**src/rtl/fetch_queue.sv**
```systemverilog
// Instruction prefetch FIFO between fetch and the IF/ID register.
// Holds {inst, pc4} pairs, drops everything on flush and counts what was dropped.
module fetch_queue #(
    parameter int unsigned DEPTH = 4,
    parameter int unsigned WIDTH = 32,
    parameter int unsigned CW    = $clog2(DEPTH) + 1
) (
    input  logic             clk,
    input  logic             rst,
    input  logic             push_valid,
    input  logic [WIDTH-1:0] push_inst,
    input  logic [WIDTH-1:0] push_pc4,
    output logic             push_ready,
    input  logic             pop_ready,
    output logic             pop_valid,
    output logic [WIDTH-1:0] pop_inst,
    output logic [WIDTH-1:0] pop_pc4,
    input  logic             flush,
    output logic [CW-1:0]    count,
    output logic [15:0]      flushed_cnt
);

    localparam int unsigned PW = $clog2(DEPTH);
    localparam int unsigned FW = 16;

    typedef struct packed {
        logic [WIDTH-1:0] inst;
        logic [WIDTH-1:0] pc4;
    } entry_t;

    entry_t         mem_q [DEPTH];
    logic [PW-1:0]  wr_ptr_q, wr_ptr_d;
    logic [PW-1:0]  rd_ptr_q, rd_ptr_d;
    logic [CW-1:0]  count_q, count_d;
    logic [FW-1:0]  flushed_cnt_q, flushed_cnt_d;
    logic [FW:0]    flush_sum;
    logic           push_fire;
    logic           pop_fire;
    entry_t         head;

    // Status is derived purely from registered state
    assign push_ready  = (count_q != CW'(DEPTH));
    assign pop_valid   = (count_q != CW'(0));
    assign head        = mem_q[rd_ptr_q];
    assign pop_inst    = pop_valid ? head.inst : '0;
    assign pop_pc4     = pop_valid ? head.pc4  : '0;
    assign count       = count_q;
    assign flushed_cnt = flushed_cnt_q;

    assign push_fire = push_valid & push_ready & ~flush;
    assign pop_fire  = pop_valid  & pop_ready  & ~flush;

    // Flush adds the pre-flush occupancy and clamps at all-ones
    assign flush_sum = {1'b0, flushed_cnt_q} + (FW + 1)'(count_q);

    always_comb begin
        wr_ptr_d      = wr_ptr_q;
        rd_ptr_d      = rd_ptr_q;
        count_d       = count_q;
        flushed_cnt_d = flushed_cnt_q;
        if (flush) begin
            wr_ptr_d      = '0;
            rd_ptr_d      = '0;
            count_d       = '0;
            flushed_cnt_d = flush_sum[FW] ? {FW{1'b1}} : flush_sum[FW-1:0];
        end else begin
            if (push_fire) begin
                wr_ptr_d = wr_ptr_q + PW'(1);
            end
            if (pop_fire) begin
                rd_ptr_d = rd_ptr_q + PW'(1);
            end
            case ({push_fire, pop_fire})
                2'b10:   count_d = count_q + CW'(1);
                2'b01:   count_d = count_q - CW'(1);
                default: count_d = count_q;
            endcase
        end
    end

    always_ff @(posedge clk or posedge rst) begin
        if (rst) begin
            wr_ptr_q      <= '0;
            rd_ptr_q      <= '0;
            count_q       <= '0;
            flushed_cnt_q <= '0;
        end else begin
            wr_ptr_q      <= wr_ptr_d;
            rd_ptr_q      <= rd_ptr_d;
            count_q       <= count_d;
            flushed_cnt_q <= flushed_cnt_d;
        end
    end

    // Storage needs no reset; validity is tracked by count_q
    always_ff @(posedge clk) begin
        if (push_fire) begin
            mem_q[wr_ptr_q] <= '{inst: push_inst, pc4: push_pc4};
        end
    end

endmodule

```
**config.mk**
```make
export PLATFORM = sky130hd
export DESIGN_NAME = fetch_queue
export DESIGN_NICKNAME = d
export VERILOG_FILES = /design/src/rtl/fetch_queue.sv
export SDC_FILE = /design/constraint.sdc
export NUM_CORES = 1
export LEC_CHECK = 0
export CAP_MARGIN = 20
export CORE_MARGIN = 1.5
export CORE_UTILIZATION = 40
export DETAILED_ROUTE_END_ITERATION = 8
export DONT_BUFFER_PORTS = 1
export PLACE_DENSITY = 0.59
export SETUP_SLACK_MARGIN = 0.5
export SYNTH_ARGS = -nofsm -noshare
export SYNTH_HDL_FRONTEND = slang
export SYNTH_SLANG_ARGS = --single-unit
export TNS_END_PERCENT = 30
```
**constraint.sdc**
```tcl
create_clock -name clk -period 3.6 [get_ports clk]
set_input_delay 0.54 -clock clk [delete_from_list [all_inputs] [get_ports clk]]
set_output_delay 0.54 -clock clk [all_outputs]
set_load 0.005 [all_outputs]
```
---- Word level (Yosys, flattened, before mapping) ----
Memory sizes are Yosys's and may differ from the RTL's.
Index checks and enable logic that the tools add are counted.
W data, S select, Z words.
operators by class
  bitwise logic cells ..................... 5
  mux-type cells .......................... 11
  multipliers ............................. 0
  div/mod/pow operators ................... 0
  equality and inequality tests ........... 3
  reduce and logical (&&, ||, !) cells .... 4
  add/sub/neg operators ................... 5
  shift-type cells ........................ 0
  $lt $le $gt $ge ......................... 0
operators by type and width
  kind                   number
  $mux W32               2
  $add A16 B3 Y17        1
  $mux W16               1
  $mux W2                4
  $pmux W3 S2            1
  $reduce_bool A3 Y1     2
  $add A2 B1 Y2 const B  2
  $and A1 B1 Y1          4
  $reduce_bool A2 Y1     2
  $add A3 B1 Y3 const B  1
  $mux W3                1
  $ne A3 B3 Y1 const B   1
  $sub A3 B1 Y3 const B  1
  $eq A2 B1 Y1 const B   1
  $eq A2 B2 Y1 const B   1
  $mux W1                2
  $not A1 Y1             1
word-level totals
  bits in writable memories ............... 256
  bits in latches ......................... 0
  logic and storage cells ................. 33
  memories ................................ 1
  flip-flop bits (word level) ............. 23
  memory bits (read-only) ................. 0
  input bits .............................. 69
memories
  name   depth  bits a word  rd ports  clocked after memory_dff  wr ports  RTL line  source
  mem_q  4      64           1         0                         1         31        entry_t mem_q [DEPTH];

---- Depth between registers and ports, before layout ----
Gate-level depths: netlist (run 1).
  depth after elaboration ................. 6
  depth in mapped cells ................... 8
  mapped depth without buffers ............ 8

---- Worst setup path before layout (run 1) ----
Ideal clock, no wire load.
  path kind ............................... flip-flop to flip-flop
  start point ............................. reg count_q[2] (netlist: count[2])
  end point ............................... mem mem_q[0][0] (netlist name) (enable)
  library setup time ...................... 429 ps
  cell stages (with the launch flop) ...... 5
  path slack .............................. 707 ps
  buffers on the path ..................... 0
  period minus slack after synthesis ...... 2893 ps
  data arrival time ....................... 2464 ps
  path through ............................ dfrtp_1 -> or3b_2 -> nand2_2 -> nor2_1 -> and2_1
on the way
  word-level cells in the longest chain between the ends .. 5
RTL lines
  item                           RTL line  source
  from (decl)                    34        logic [CW-1:0] count_q, count_d;
  from (signal assigned)         90        count_q <= count_d;
  $ne A3 B3 Y1                   42        assign push_ready = (count_q != CW'(DEPTH));
  via push_ready                 13        output logic push_ready,
  $and A1 B1 Y1 (2 in a row)     50        assign push_fire = push_valid & push_ready & ~flush;
  $mux W1                        97        if (push_fire) begin
  $mux W1 (not written as such)  98        mem_q[wr_ptr_q] <= '{inst: push_inst, pc4: push_pc4};
  to (decl)                      31
The timed path passes the listed nets, and every way through them passes these cells.

---- Worst setup path after layout (run 1) ----
  start point ............................. reg rd_ptr_q[1]
  end point ............................... out pop_inst[20]
on the way
  word-level cells in the longest chain between the ends .. 2
RTL lines
  item                    RTL line  source
  from (decl)             33        logic [PW-1:0] rd_ptr_q, rd_ptr_d;
  from (signal assigned)  89        rd_ptr_q <= rd_ptr_d;
  $mem_v2 Z4 W64          -
  $mux W32                45        assign pop_inst = pop_valid ? head.inst : '0;
  to (decl)               16        output logic [WIDTH-1:0] pop_inst,
No other way between the ends.

==> results of run 1 <==
## path summary, 6_finish.rpt
path	startpoint	cells past startpoint	slack, ns	to
max in group asynchronous	rst	1	2.83	rd_ptr_q[0]
min	flush	1	0.06	rd_ptr_q[1]
max reg2reg	count[2]	8	1.20	count[2]
min in group asynchronous	rst	1	0.09	flushed_cnt[14]
max	rd_ptr_q[1]	3	0.74	pop_inst[20]
min reg2reg	flushed_cnt[0]	2	0.58	flushed_cnt[0]
## synthesized netlist by cell type (6+ instances only)
master and number:
buf_2 7, nand2_1 21, mux4_2 64, ha_1 7, nor2_1 6, edfxtp_1 256, nand3_1 9, dfrtp_1 23
clkbuf_1 15, and2_1 68, xnor2_1 9
## final cells by class
| class | count | area, µm² |
|---|---|---|
| Tap cell | 341 | 427 |
| Fill cell | 2269 | 14600 |
| Sequential cell | 279 | 8270 |
| Clock inverter | 14 | 180 |
| Clock buffer | 40 | 807 |
| Timing Repair Buffer | 10 | 145 |
| Inverter | 4 | 15.0 |
| Multi-Input combinational cell | 239 | 2620 |
## timing repair
action,CTS,global route
setup endpoints to repair,0,3
buffers inserted,0,1
hold buffers,0,0
## state kept, by name, summed over array words and instances, names as in the netlist
register     count
count            3
mem_q          256
wr_ptr_q         2
flushed_cnt     16
rd_ptr_q         2
## through the flow
stage / worst slack, ns / hold slack, ns
floorplan: 0.707 / 0.514
global placement: 1.17 / 0.551
detailed placement: 1.16 / 0.567
CTS: 0.561 / 0.0305
global route: 0.609 / 0.0352
finish: 0.736 / 0.0609
## cell families (layout without fill, tap and decap cells)
group           after synthesis  count (layout)  share of synthesized area, %
compound gates               16              16                         0.999
xor+xnor                     12              12                         0.954
fa+ha+maj                     9               9                          1.16
buf+inv                      31              68                          1.31
flops                       279             279                          75.0
mux                          69              69                          13.6
simple gates                133             133                          7.04
## power by group
group          leakage [nW]  internal, mW  switching (mW)  total [mW]
Clock                 0.489          1.85            1.19        3.05
Combinational         0.920         0.844           0.930        1.77
Sequential             2.62          3.76           0.203        3.96
## worst max-delay path: stages, from the launching register on
cell and delay, ns:
dfrtp_4 0.88, buf_4 0.36, mux4_2 0.32, and2_1 0.20
## layer usage
metal  vias up  GRT usage (%)  part of all wire, %
li1       2204              -                    -
met1      2664           18.0                   41
met3        31           3.93                  6.3
met5         -              0                    0
met2       144           25.1                   50
met4         0           4.23                  2.4
==> run metrics, run 1 <==
status complete, no violations; Yosys top cell by area edfxtp_1; die area 28,600 µm²; Worst EP required 3.06 ns; PostCTS Resize Cnt 0; clock sinks 279; Final Cycle Share 79.5%; clock tree root driver cell clkbuf_16; Yosys reg bits 279; largest net degree at the start of global routing 67; Clock Skew 0.00721 ns; Inserted Clock Buffers 29; Cell Area, Placed 11,500 µm²; DIE HEIGHT 169 µm; Lkg Pwr 4.03 nW; Synth Area per Inst 20.1 µm²; fin area roughly 12,000 µm²; H-tree levels 1; global-route wire length before repair 31,500 µm; iteration count of the initial detailed-routing pass 5; vias in the first global route roughly 5,200; Post-Place Cells 872; CP endpoint kind primary output; critical path arrival approximately 2.3 ns; Distinct cells, synth between 40 and 50; Slew @ Worst Pin 0.931 ns; Clock Tree Buf Depth 3; Ports 154; RSZ-0062 raised after global routing false; CTS tree yes; total number of vias 5,043; crit start category flop; Initial Util 40.8%; most frequent cells in the layout 256 x edfxtp_1, 64 x mux4_2, 64 x and2_1, 29 x clkbuf_16; Ys Warns 0; sequential-to-total area share from yosys stat 75.0%; WS Path Type flop to primary output; final setup vio count 0; port bufs 0; final hold violations 0; post-layout util 46.1%; Cells after Synth about 550; initial antenna violation count 0; die extent in x roughly 170 µm; setup TNS 0 ns; post-synth top area share 69.8%; Nets 641; dpl hpwl 11,700 µm; RD Place Congestion 0.838; fmax approximately 350 MHz; core region area 27,000 µm²; antenna cell count 0; Hold Path Class primary input to flop; DR vias/cell 5.44; clock latency at the later pin of the worst-skew pair 0.54 ns; VDD IR max 0.000339 V; final antenna-violating net count 0; First DRT Iteration DRCs 302; shortest period the worst path allows 2.86 ns; FP Rows 60; final cell count without fillers 927; GRT overflow 0; Max Cap Viol 0; Synth area leaders edfxtp_1 70%, mux4_2 13%, dfrtp_1 5.2%; most common cell after layout, fill and taps aside edfxtp_1; ys async rst share under 10%; layout cell share with drive strength beyond 1 between 20% and 30%; Top FF cell, synth edfxtp_1; Worst slew margin between 30% and 40%; area delta synth->final 13.1%; Slew Limit Fails 0; Tot Pwr 8.78 mW; GRT Total Usage between 10% and 20%; Post-Route WL 20,800 µm; DRC violations left 0; power per cell area 704 nW/µm²; area of the mapped netlist ~11,000 µm²; wire per inst 22.4 µm; syn nets around 630; EDFF count, synth 256; Worst Path Max Fanout 42; clk slew on worst S/H paths approximately 0.06 ns
Power figures use the tool's default switching activity.
==> run 2, diff against run 1 <==
--- a/config.mk
+++ b/config.mk
@@ -10,7 +10,7 @@
 export CORE_UTILIZATION = 40
 export DETAILED_ROUTE_END_ITERATION = 8
 export DONT_BUFFER_PORTS = 1
-export PLACE_DENSITY = 0.59
+export PLACE_DENSITY = 0.61
 export SETUP_SLACK_MARGIN = 0.5
 export SYNTH_ARGS = -nofsm -noshare
 export SYNTH_HDL_FRONTEND = slang
==> constraint.sdc (replaced) <==
create_clock -name clk -period 2.39 [get_ports clk]
set_input_delay 0.3585 -clock clk [delete_from_list [all_inputs] [get_ports clk]]
set_output_delay 0.3585 -clock clk [all_outputs]
set_load 0.005 [all_outputs]
==> run metrics, run 2 (same netlist as run 1, synthesis figures left out) <==
DP Worst Slack 0.0819 ns; Lkg Pwr 4.66 nW; Final Cycle Share 102%; most frequent cells in the layout 256 x edfxtp_1, 76 x and2_4, 68 x dlygate4sd3_1, 64 x mux4_2, 28 x clkbuf_16; met2 Track Usage GR 29.4%; final setup vio count 61; VDD IR max 0.000636 V; FF-to-FF Start count[0]; power per cell area 1050 nW/µm²; Clock Skew 0.0178 ns; status finished with violations; Worst EP required approximately 2.0 ns; WHS 0.0287 ns; fmax 409 MHz; RSZ-0062 raised after global routing true; busiest grt layer met2; DRC violations left 0; First DRT Iteration DRCs roughly 400; crit start category flop; global-route wire length before repair 35,400 µm; Final WS setup -0.0557 ns; setup TNS -1.25 ns; GR Layer Usage met1 between 20 and 25%; most common cell after layout, fill and taps aside edfxtp_1; Hold Path Class primary input to flop; H-tree levels 1; shortest period the worst path allows 2.45 ns; core region area 27,000 µm²; die extent in x 169 µm; iteration count of the initial detailed-routing pass 4; GRT Total Usage 16.6%; layout cell share with drive strength beyond 1 a little over a third; final hold violations 0; GRT overflow 0; area occupied by multi-input gates 3010 µm²; Slew @ Worst Pin 0.911 ns; clock tree root driver cell clkbuf_16; Ports 154; critical path arrival 2.09 ns; Slew Limit Fails 0; largest reg by FF count mem_q; Largest register FFs 256; DR vias/cell 5.38; r2r endpoint flushed_cnt[13]; Tot Pwr roughly 15 mW; Nets ~740; Initial Util 40.8%; routing usage on met3 2.85%; CP endpoint kind primary output; RD Place Congestion around 0.80; dpl hpwl 11,800 µm; final cell count without fillers approximately 1,000; clk slew on worst S/H paths 0.06 ns; DIE HEIGHT 169 µm; initial antenna violation count 0; Worst slew margin 39.2%; area delta synth->final 25.9%; flop-to-flop setup slack 0.19 ns; Setup crit end pop_inst[22]; total number of vias 5,483; FP Rows 60; clock latency at the later pin of the worst-skew pair 0.55 ns; largest net degree at the start of global routing 67; Cell Area, Placed approximately 11,000 µm²; Inserted Clock Buffers 28; Max Cap Viol 0; CTS tree yes; failing checks negative setup slack; die area 28,600 µm²; Fillers 2,161; post-layout util about 51%; fin area between 10,000 and 15,000 µm²; vias in the first global route 5,798; depth of the worst register-to-register path 7; Post-Place Cells 873; Clock Tree Buf Depth 3; register area ~8300 µm²; clock sinks 279; port bufs 0; wire per inst 23.4 µm; Post-Route WL 23,900 µm; critical path launch point rd_ptr_q[0]; WS Path Type flop to primary output; Worst Path Max Fanout 5; final antenna-violating net count 0; antenna cell count 0
==> run 2: changes by cell type in the layout (fill, tap and decap cells not counted), sizes merged <==
| cell | before | now |
|---|---|---|
| and2 | 68 | 76 |
| buf | 10 | 30 |
| bufinv | 4 | 3 |
| clkbuf | 40 | 34 |
| clkinv | 9 | 10 |
| clkinvlp | 0 | 2 |
| dlygate4sd3 | 0 | 68 |
==> run 2: final cells by class <==
| type | count | area share, % |
|---|---|---|
| clock inverter | 16 | 1.31 |
| timing repair buffer | 98 | 9.00 |
| clock buffer | 34 | 5.21 |
| inverter | 4 | 0.108 |
| tap | 341 | 3.07 |
| sequential | 279 | 59.6 |
| multi-input combinational | 247 | 21.7 |
==> run 2: repair_timing <==
item,in CTS,in global routing
setup endpoints to repair,339,243
gates resized for setup,117,13
setup buffers,8,4
hold endpoints to repair,288,0
hold buffers,68,0
cloned,14,2
pin swaps,30,37
==> run 2: how the worst min path moves through the flow <==
stage | from | to | slack, ns | cells after the start
after global placement | flush | rd_ptr_q[1] | 0.43 | 1
after global routing | push_valid | count[2] | 0.03 | 2
after detailed placement | flush | rd_ptr_q[1] | 0.43 | 1
final | push_valid | count[2] | 0.03 | 2
after floorplan | rst | count[0] | 0.36 | 1
after CTS | push_valid | count[2] | 0.007 | 2
==> run 2: per-layer routing <==
metal  vias up  wire (µm)  part of all wire (%)
li1       2409          -                     -
met1      2912       9880                    41
met2       141      12500                    52
met3        21       1210                   5.1
met4         0        293                   1.2
met5         -          0                     0
==> run 2: critical path, cell delays in order (launching register included) <==
cell     delay, ns
dfrtp_4       0.50
buf_6         0.14
buf_12        0.13
buf_16        0.14
mux4_2        0.45
and2_4        0.18
==> run 2: report_power, final <==
| group | leakage [nW] | internal, mW | switching, mW | total [mW] |
|---|---|---|---|---|
| combinational | 1.61 | 2.49 | 1.98 | 4.47 |
| sequential | 2.62 | 5.66 | 0.212 | 5.88 |
| clock | 0.432 | 2.48 | 1.77 | 4.26 |
| total | 4.66 | 10.6 | 3.97 | 14.6 |
